## config.mk

```make
export PLATFORM = sky130hd
export DESIGN_NAME = bram_zynq_rd_return
export DESIGN_NICKNAME = d
export VERILOG_FILES = /design/src/rtl/bram_zynq_rd_return.sv
export SDC_FILE = /design/constraint.sdc
export NUM_CORES = 1
export LEC_CHECK = 0
export BUFFER_PORTS_ARGS = -buffer_cell sky130_fd_sc_hd__buf_2
export CAP_MARGIN = 40
export CORE_UTILIZATION = 35
export DETAILED_ROUTE_END_ITERATION = 7
export PLACE_DENSITY = 0.63
export SLEW_MARGIN = 10
export SYNTH_ARGS = -nofsm -noshare
export SYNTH_HDL_FRONTEND = slang
export SYNTH_SLANG_ARGS = --single-unit
```

## constraint.sdc

```tcl
create_clock -name clk -period 1.7 [get_ports clk]
set_input_delay 0.17 -clock clk [delete_from_list [all_inputs] [get_ports clk]]
set_output_delay 0.17 -clock clk [all_outputs]
set_load 0.1 [all_outputs]
```

## src/rtl/bram_zynq_rd_return.sv

```systemverilog
// Read-return side of the PS/accelerator BRAM port mux: owns the mux select, tags each
// read with its owner at issue, and steers the BRAM response back to that owner.
//
// state  | meaning
// OWN    | select stable, masters may issue reads
// DRAIN  | owner change requested, waiting for in-flight reads to return
// SWITCH | pipeline empty, select toggles on the exit edge
module bram_zynq_rd_return #(
  parameter int DATA_WIDTH = 32,
  parameter int RD_LATENCY = 2
) (
  input  logic                  clk,
  input  logic                  rst_n,
  input  logic                  sel_req,
  output logic                  sel,
  output logic                  sel_busy,
  input  logic                  bram_en_out,
  input  logic                  bram_we_out,
  input  logic [DATA_WIDTH-1:0] bram_dout,
  output logic [DATA_WIDTH-1:0] rd_data_0,
  output logic                  rd_valid_0,
  output logic [DATA_WIDTH-1:0] rd_data_1,
  output logic                  rd_valid_1,
  output logic [2:0]            inflight
);

  typedef enum logic [1:0] {ST_OWN, ST_DRAIN, ST_SWITCH} state_t;

  state_t                  state_q;
  logic                    sel_q;
  logic                    busy_q;
  logic [RD_LATENCY-1:0]   vld_q;
  logic [RD_LATENCY-1:0]   own_q;
  logic [2:0]              inflight_q;
  logic [2:0]              inflight_d;
  logic [DATA_WIDTH-1:0]   data0_q;
  logic [DATA_WIDTH-1:0]   data1_q;
  logic                    valid0_q;
  logic                    valid1_q;
  logic                    rd_issue;
  logic                    ret_vld;
  logic                    ret_own;

  assign rd_issue = bram_en_out & ~bram_we_out;
  assign ret_vld  = vld_q[RD_LATENCY-1];
  assign ret_own  = own_q[RD_LATENCY-1];

  always_comb begin
    inflight_d = inflight_q + {2'b00, rd_issue} - {2'b00, ret_vld};
  end

  // Tag pipeline: entry i holds a read issued i+1 edges ago; the tail lines up with dout.
  always_ff @(posedge clk or negedge rst_n) begin
    if (!rst_n) begin
      vld_q      <= '0;
      own_q      <= '0;
      inflight_q <= '0;
    end else begin
      for (int i = RD_LATENCY - 1; i > 0; i--) begin
        vld_q[i] <= vld_q[i-1];
        own_q[i] <= own_q[i-1];
      end
      vld_q[0]   <= rd_issue;
      own_q[0]   <= rd_issue & sel_q;
      inflight_q <= inflight_d;
    end
  end

  always_ff @(posedge clk or negedge rst_n) begin
    if (!rst_n) begin
      data0_q  <= '0;
      data1_q  <= '0;
      valid0_q <= 1'b0;
      valid1_q <= 1'b0;
    end else begin
      valid0_q <= ret_vld & ~ret_own;
      valid1_q <= ret_vld & ret_own;
      if (ret_vld && !ret_own) data0_q <= bram_dout;
      if (ret_vld && ret_own)  data1_q <= bram_dout;
    end
  end

  // Uses the registered count, so a read returning this edge still holds off the switch.
  always_ff @(posedge clk or negedge rst_n) begin
    if (!rst_n) begin
      state_q <= ST_OWN;
      sel_q   <= 1'b0;
      busy_q  <= 1'b0;
    end else begin
      case (state_q)
        ST_OWN: begin
          if (sel_req != sel_q) begin
            state_q <= ST_DRAIN;
            busy_q  <= 1'b1;
          end
        end
        ST_DRAIN: begin
          if (sel_req == sel_q) begin
            state_q <= ST_OWN;
            busy_q  <= 1'b0;
          end else if (inflight_q == 3'd0 && !rd_issue) begin
            state_q <= ST_SWITCH;
          end
        end
        ST_SWITCH: begin
          sel_q   <= ~sel_q;
          state_q <= ST_OWN;
          busy_q  <= 1'b0;
        end
        default: begin
          state_q <= ST_OWN;
          busy_q  <= 1'b0;
        end
      endcase
    end
  end

  assign sel        = sel_q;
  assign sel_busy   = busy_q;
  assign rd_data_0  = data0_q;
  assign rd_data_1  = data1_q;
  assign rd_valid_0 = valid0_q;
  assign rd_valid_1 = valid1_q;
  assign inflight   = inflight_q;

endmodule
```

==> flow_metrics.tcl, run 1 <==
set metrics [dict create \
    clk_latency_ns 0.34 \
    hold_violations 0 \
    critPathKind "register to register" \
    diodes 0 \
    placement.io_buffers 107 \
    seqCellArea_um2 1931 \
    crit_family "adder cells" \
    grt_pass1_wl_um 9004 \
    cts_root_buf "clkbuf_8" \
    rsz0062_at_grt "false" \
    pin_count 108 \
    setup_violations 0 \
    synth_common_cells "dfrtp_1, mux2_2, mux2_4, inv_1" \
    grt_max_degree 43 \
    tightestPinTransition_ns 0.5045 \
    drive_gt1_share_pct 67.12 \
    worstPathCellList "xnor2_1, ha_1, fa_1, xnor2_1" \
    required_ns 1.93 \
    cts_max_level 3 \
    setup_tns_ns 0 \
    via_per_inst 4.478 \
    clock_path_buffers 2 \
    cts_tree "done" \
    clk_pin_slew_ns 0.09 \
    post-route-min-period_ns 1.410 \
    post-cts-setup-buffers 0 \
    ys_warn_count 0 \
    synth_nets 211 \
    crit_top_cell "xnor2_1" \
    drt_iter0_drc 29 \
    synth_async_sr_flop_share_pct 100.0 \
    yosysUniqueCellTypes 19 \
    ant_nets 0 \
    vias 1791 \
    totalWireLength_um 5601 \
    fillerInstances 764 \
    critPathMaxStageDelay_ns 0.44 \
    synthCells 172 \
    yosysTopAreaCellShare_pct 63.58 \
    cts-resized-gates 0 \
    area_growth_pct 28.41 \
    wl_per_cell_um 14.00 \
    multi_input_area_um2 982.2 \
    mappedNetlistArea_um2 3030 \
    antenna_found_initial 0 \
    dieWidth_um 95.05 \
    dpl.hpwl_um 3951 \
    fin_worst_skew_ns 0.01246 \
    synth.most_common_cell "dfrtp_1" \
    first_pass_iters 4 \
    crit_fanout 4 \
    cap_violations 0 \
    cts_buffers 9 \
    period_share_pct 82.93 \
    grt.overflow.total 0 \
    crit_slowest_cell "dfrtp_1" \
    grt_pass1_vias 1844 \
    cts.sinks 77 \
    synth_edf_count 0 \
    startpoint_type "register" \
    arrival_ns 1.64 \
    avgSynthCellArea_um2 17.62 \
    path_buf_inv 0 \
    routabilityCongestion 0.6627 \
    slew_headroom_pct 66.60 \
    fmax_mhz 709.3 \
    dominantRegCellSynth "dfrtp_1" \
    worst_setup_path_end_kind "register" \
    slew_violations 0 \
    hold_buffers 1 \
    synth.area.top_cells "dfrtp_1, mux2_4, mux2_2, buf_12, buf_6" \
    track_usage_pct 13.33 \
    coreArea_um2 8299 \
    dieArea_um2 9035 \
    synth_area_leader_cell "dfrtp_1" \
    drc 0 \
    hp-class "input port to register" \
    ys_ff_latch 77 \
    nets 329 \
    status "finished, final reports clean" \
    die-height_um 95.05 \
    ys_seq_area_share_pct 63.58 \
    start_util_pct 36.51 \
    num_rows 33 \
]
logic make-up (layout without fill, tap and decap cells):
kind of cell    Yosys count  in the layout  synth area share, %
simple gates             10             10                1.858
fa+ha+maj                 3              3                1.404
buf+inv                  12            135                4.088
flops                    77             77                63.58
xor+xnor                  5              5                1.445
compound gates            1              1               0.2478
mux                      64             64                27.37
final timing paths:
| kind | slack (ns) | to | cells past startpoint | start |
|---|---|---|---|---|
| hold / removal | 0.06 | rd_data_0[7]$_DFFE_PN0P_ | 2 | bram_dout[7] |
| max in group asynchronous | 0.94 | rd_data_0[24]$_DFFE_PN0P_ | 3 | rst_n |
| setup reg to reg | 0.29 | inflight[2]$_DFF_PN0_ | 4 | vld_q[1]$_DFF_PN0_ |
| min in group asynchronous | 0.24 | sel_busy$_DFFE_PN0P_ | 2 | rst_n |
| hold reg to reg | 0.35 | vld_q[1]$_DFF_PN0_ | 0 | vld_q[0]$_DFF_PN0_ |
| setup / recovery | 0.29 | inflight[2]$_DFF_PN0_ | 4 | vld_q[1]$_DFF_PN0_ |
placed cells by master (no fill, tap or decap):
| cell | n |
|---|---|
| buf_2 | 106 |
| dfrtp_1 | 74 |
| mux2_2 | 35 |
| mux2_4 | 29 |
| clkbuf_8 | 11 |
| inv_1 | 5 |
| buf_4 | 5 |
| xnor2_1 | 4 |
| dfrtp_2 | 3 |
| nand2b_1 | 2 |
| nand2_1 | 2 |
| clkinvlp_4 | 2 |
| buf_12 | 2 |
| nand2b_2 | 1 |
| nand2_2 | 1 |
| and2_1 | 1 |
| xor2_1 | 1 |
| nor4b_1 | 1 |
| a211oi_1 | 1 |
| nor3_1 | 1 |
| maj3_1 | 1 |
| nor2_1 | 1 |
| fa_1 | 1 |
| ha_1 | 1 |
| bufinv_16 | 1 |
| clkinv_4 | 1 |
| clkinv_2 | 1 |
| dlygate4sd3_1 | 1 |
per-stage QoR:
step	area [um^2]	util, %	hold WS, ns	std cells	setup slack [ns]
floorplan	3034	-	-0.1256	172	0.1973
global placement	3671	44.23	0.06183	383	0.2672
detailed placement	3671	44.23	0.06428	383	0.2178
CTS	3891	46.89	0.03746	400	0.2917
global route	3891	46.89	0.04564	400	0.2331
finish	3891	46.89	0.06419	400	0.2902
worst reg2reg max path, delay by kind of cell, from the launching register on:
| kind | cells | cell delay, ns |
|---|---|---|
| adder cells (fa/ha/maj) | 2 | 0.58 |
| XOR/XNOR | 2 | 0.28 |
| flip-flops | 1 | 0.44 |
sequential cells by signal, summed over array words and instances (netlist names):
signal / count
own_q: 2
sel: 1
sel_busy: 1
rd_valid_1: 1
vld_q: 2
rd_data_0: 32
state_q: 2
rd_valid_0: 1
rd_data_1: 32
inflight: 3
routing by layer:
metal  routed length [um]  GRT usage [%]
met5                    0              0
met4                   84          5.682
met3                  355          4.226
met2                 2644          21.10
met1                 2516          16.81
layout make-up:
type,count,area share (%)
flip-flops and latches,77,49.61
multi-input cells,83,25.24
repair buffers,114,15.88
clock buffers,11,3.891
well taps,105,3.376
clock inverters,5,1.511
inverters,5,0.4823
Power of run 1 is left out: the tool's default activity adds up to more than one toggle a clock period on the data nets, which glitch-free logic cannot reach.
==> inputs of run 2 (changes only) <==
Settings changed: PLACE_DENSITY 0.63 to 0.65.
Clock period 1.7 ns to 1.2 ns, I/O delays scaled along.
==> flow_metrics.tcl, run 2 (synthesis gave the netlist of run 1 again) <==
set metrics [dict create \
    status "finished with violations" \
    failed_checks "negative setup slack" \
    placement.io_buffers 107 \
    cts_max_level 3 \
    grt_max_degree 29 \
    ant_nets 0 \
    worst_setup_path_end_kind "register" \
    first_pass_iters 4 \
    post-route-min-period_ns 1.331 \
    critPathKind "register to register" \
    arrival_ns 1.55 \
    period_share_pct 111.0 \
    dieWidth_um 95.05 \
    dpl.hpwl_um 4536 \
    routabilityCongestion 0.6671 \
    crit_fanout 10 \
    drt_iter0_drc 38 \
    pin_count 108 \
    start_util_pct 36.51 \
    fmax_mhz 751.0 \
    rsz0062_at_grt "true" \
    num_rows 33 \
    layout_common_cells "dfrtp_2, mux2_4, buf_12" \
    cp.depth 4 \
    hold_path_depth 2 \
    grt_pass1_wl_um 11330 \
    design_area_um2 5258 \
    nets 347 \
    place_area_um2 4491 \
    rr_worst_depth 4 \
    hold_violations 0 \
    cts.sinks 77 \
    via_per_inst 4.538 \
    path_buf_inv 2 \
    area_growth_pct 73.49 \
    startpoint_type "register" \
    grt.overflow.total 0 \
    tightestPinTransition_ns 0.3595 \
    slew_violations 0 \
    totalWireLength_um 7348 \
    track_usage_pct 17.19 \
    required_ns 1.42 \
    antenna_found_initial 0 \
    setup_slack_ns -0.1315 \
    clk_latency_ns 0.34 \
    diodes 0 \
    fin_worst_skew_ns 0.01070 \
    dieArea_um2 9035 \
    cts_buffers 9 \
    grt_pass1_vias 2057 \
    crit_family "flip-flops" \
    drive_gt1_share_pct 91.69 \
    vias 1897 \
    slew_headroom_pct 76.03 \
    hp-class "input port to register" \
    coreArea_um2 8299 \
    critPathMaxStageDelay_ns 0.42 \
    die-height_um 95.05 \
    setup_violations 69 \
    cts_tree "done" \
    clk_pin_slew_ns 0.08 \
    cts_root_buf "clkbuf_8" \
    layout_commonest_cell "dfrtp_2" \
    wl_per_cell_um 17.58 \
    crit_slowest_cell "dfrtp_1" \
    cap_violations 0 \
    clock_path_buffers 2 \
    worstPathCellList "buf_6, nand2b_4, buf_16, mux2_4" \
    drc 0 \
]
==> run 2: cell types whose count changed in the layout (fill, tap and decap cells not counted), sizes merged <==
cell	before	now
buf	113	126
bufinv	1	3
clkbuf	11	17
clkinv	2	0
clkinvlp	2	0
dlygate4sd3	1	2
==> run 2: area by class of cell <==
cell class / instances / area (um^2)
inverters: 5 / 18.77
well taps: 105 / 131.4
repair buffers: 132 / 1633
fillers: 596 / 3042
multi-input cells: 83 / 1195
clock buffers: 13 / 168.9
clock inverters: 3 / 90.09
flip-flops and latches: 77 / 2021
==> run 2: per-stage QoR <==
step,instances,hold WS (ns),setup TNS (ns),util (%),setup slack [ns]
final,418,0.02001,-5.301,63.35,-0.1315
after global routing,418,0.003088,-7.697,63.35,-0.1654
after CTS,411,0.0007504,-4.983,61.59,-0.1317
after detailed placement,390,0.05635,-5.879,54.11,-0.1933
after global placement,390,0.05880,-4.372,54.11,-0.1426
after floorplan,172,-0.1756,-0.6142,-,-0.1902
==> run 2: worst register-to-register path, delay by kind of cell (launching register included) <==
kind	cells	cell delay (ns)
buf+inv	2	0.33
flops	1	0.42
mux	1	0.31
simple gates	1	0.16
==> run 2: worst paths after layout <==
check	startpoint	endpoint	slack, ns
setup / recovery	vld_q[1]$_DFF_PN0_	rd_data_0[7]$_DFFE_PN0P_	-0.13
hold / removal	bram_dout[16]	rd_data_1[16]$_DFFE_PN0P_	0.02
setup reg to reg	vld_q[1]$_DFF_PN0_	rd_data_0[7]$_DFFE_PN0P_	-0.13
hold reg to reg	own_q[0]$_DFF_PN0_	own_q[1]$_DFF_PN0_	0.35
max in group asynchronous	rst_n	rd_data_0[26]$_DFFE_PN0P_	0.48
min in group asynchronous	rst_n	state_q[0]$_DFFE_PN0P_	0.23
==> run 2: what timing repair did <==
action                                  in CTS  in global routing
setup buffers                                2                  2
resized for setup                           80                  5
hold endpoints to repair                    41                  1
endpoints found under the setup margin     100                 72
pin swaps                                    2                  3
cloned                                       2                  4
hold buffers                                 1                  1
==> run 2: per-layer routing <==
layer	global-route usage (%)	vias up	share of wire, %
met2	28.66	60	51
met3	4.067	8	4.5
met4	7.323	0	1.3
met1	21.33	968	43
li1	-	861	-
met5	0	-	0
Power of run 2 is left out for the same reason.
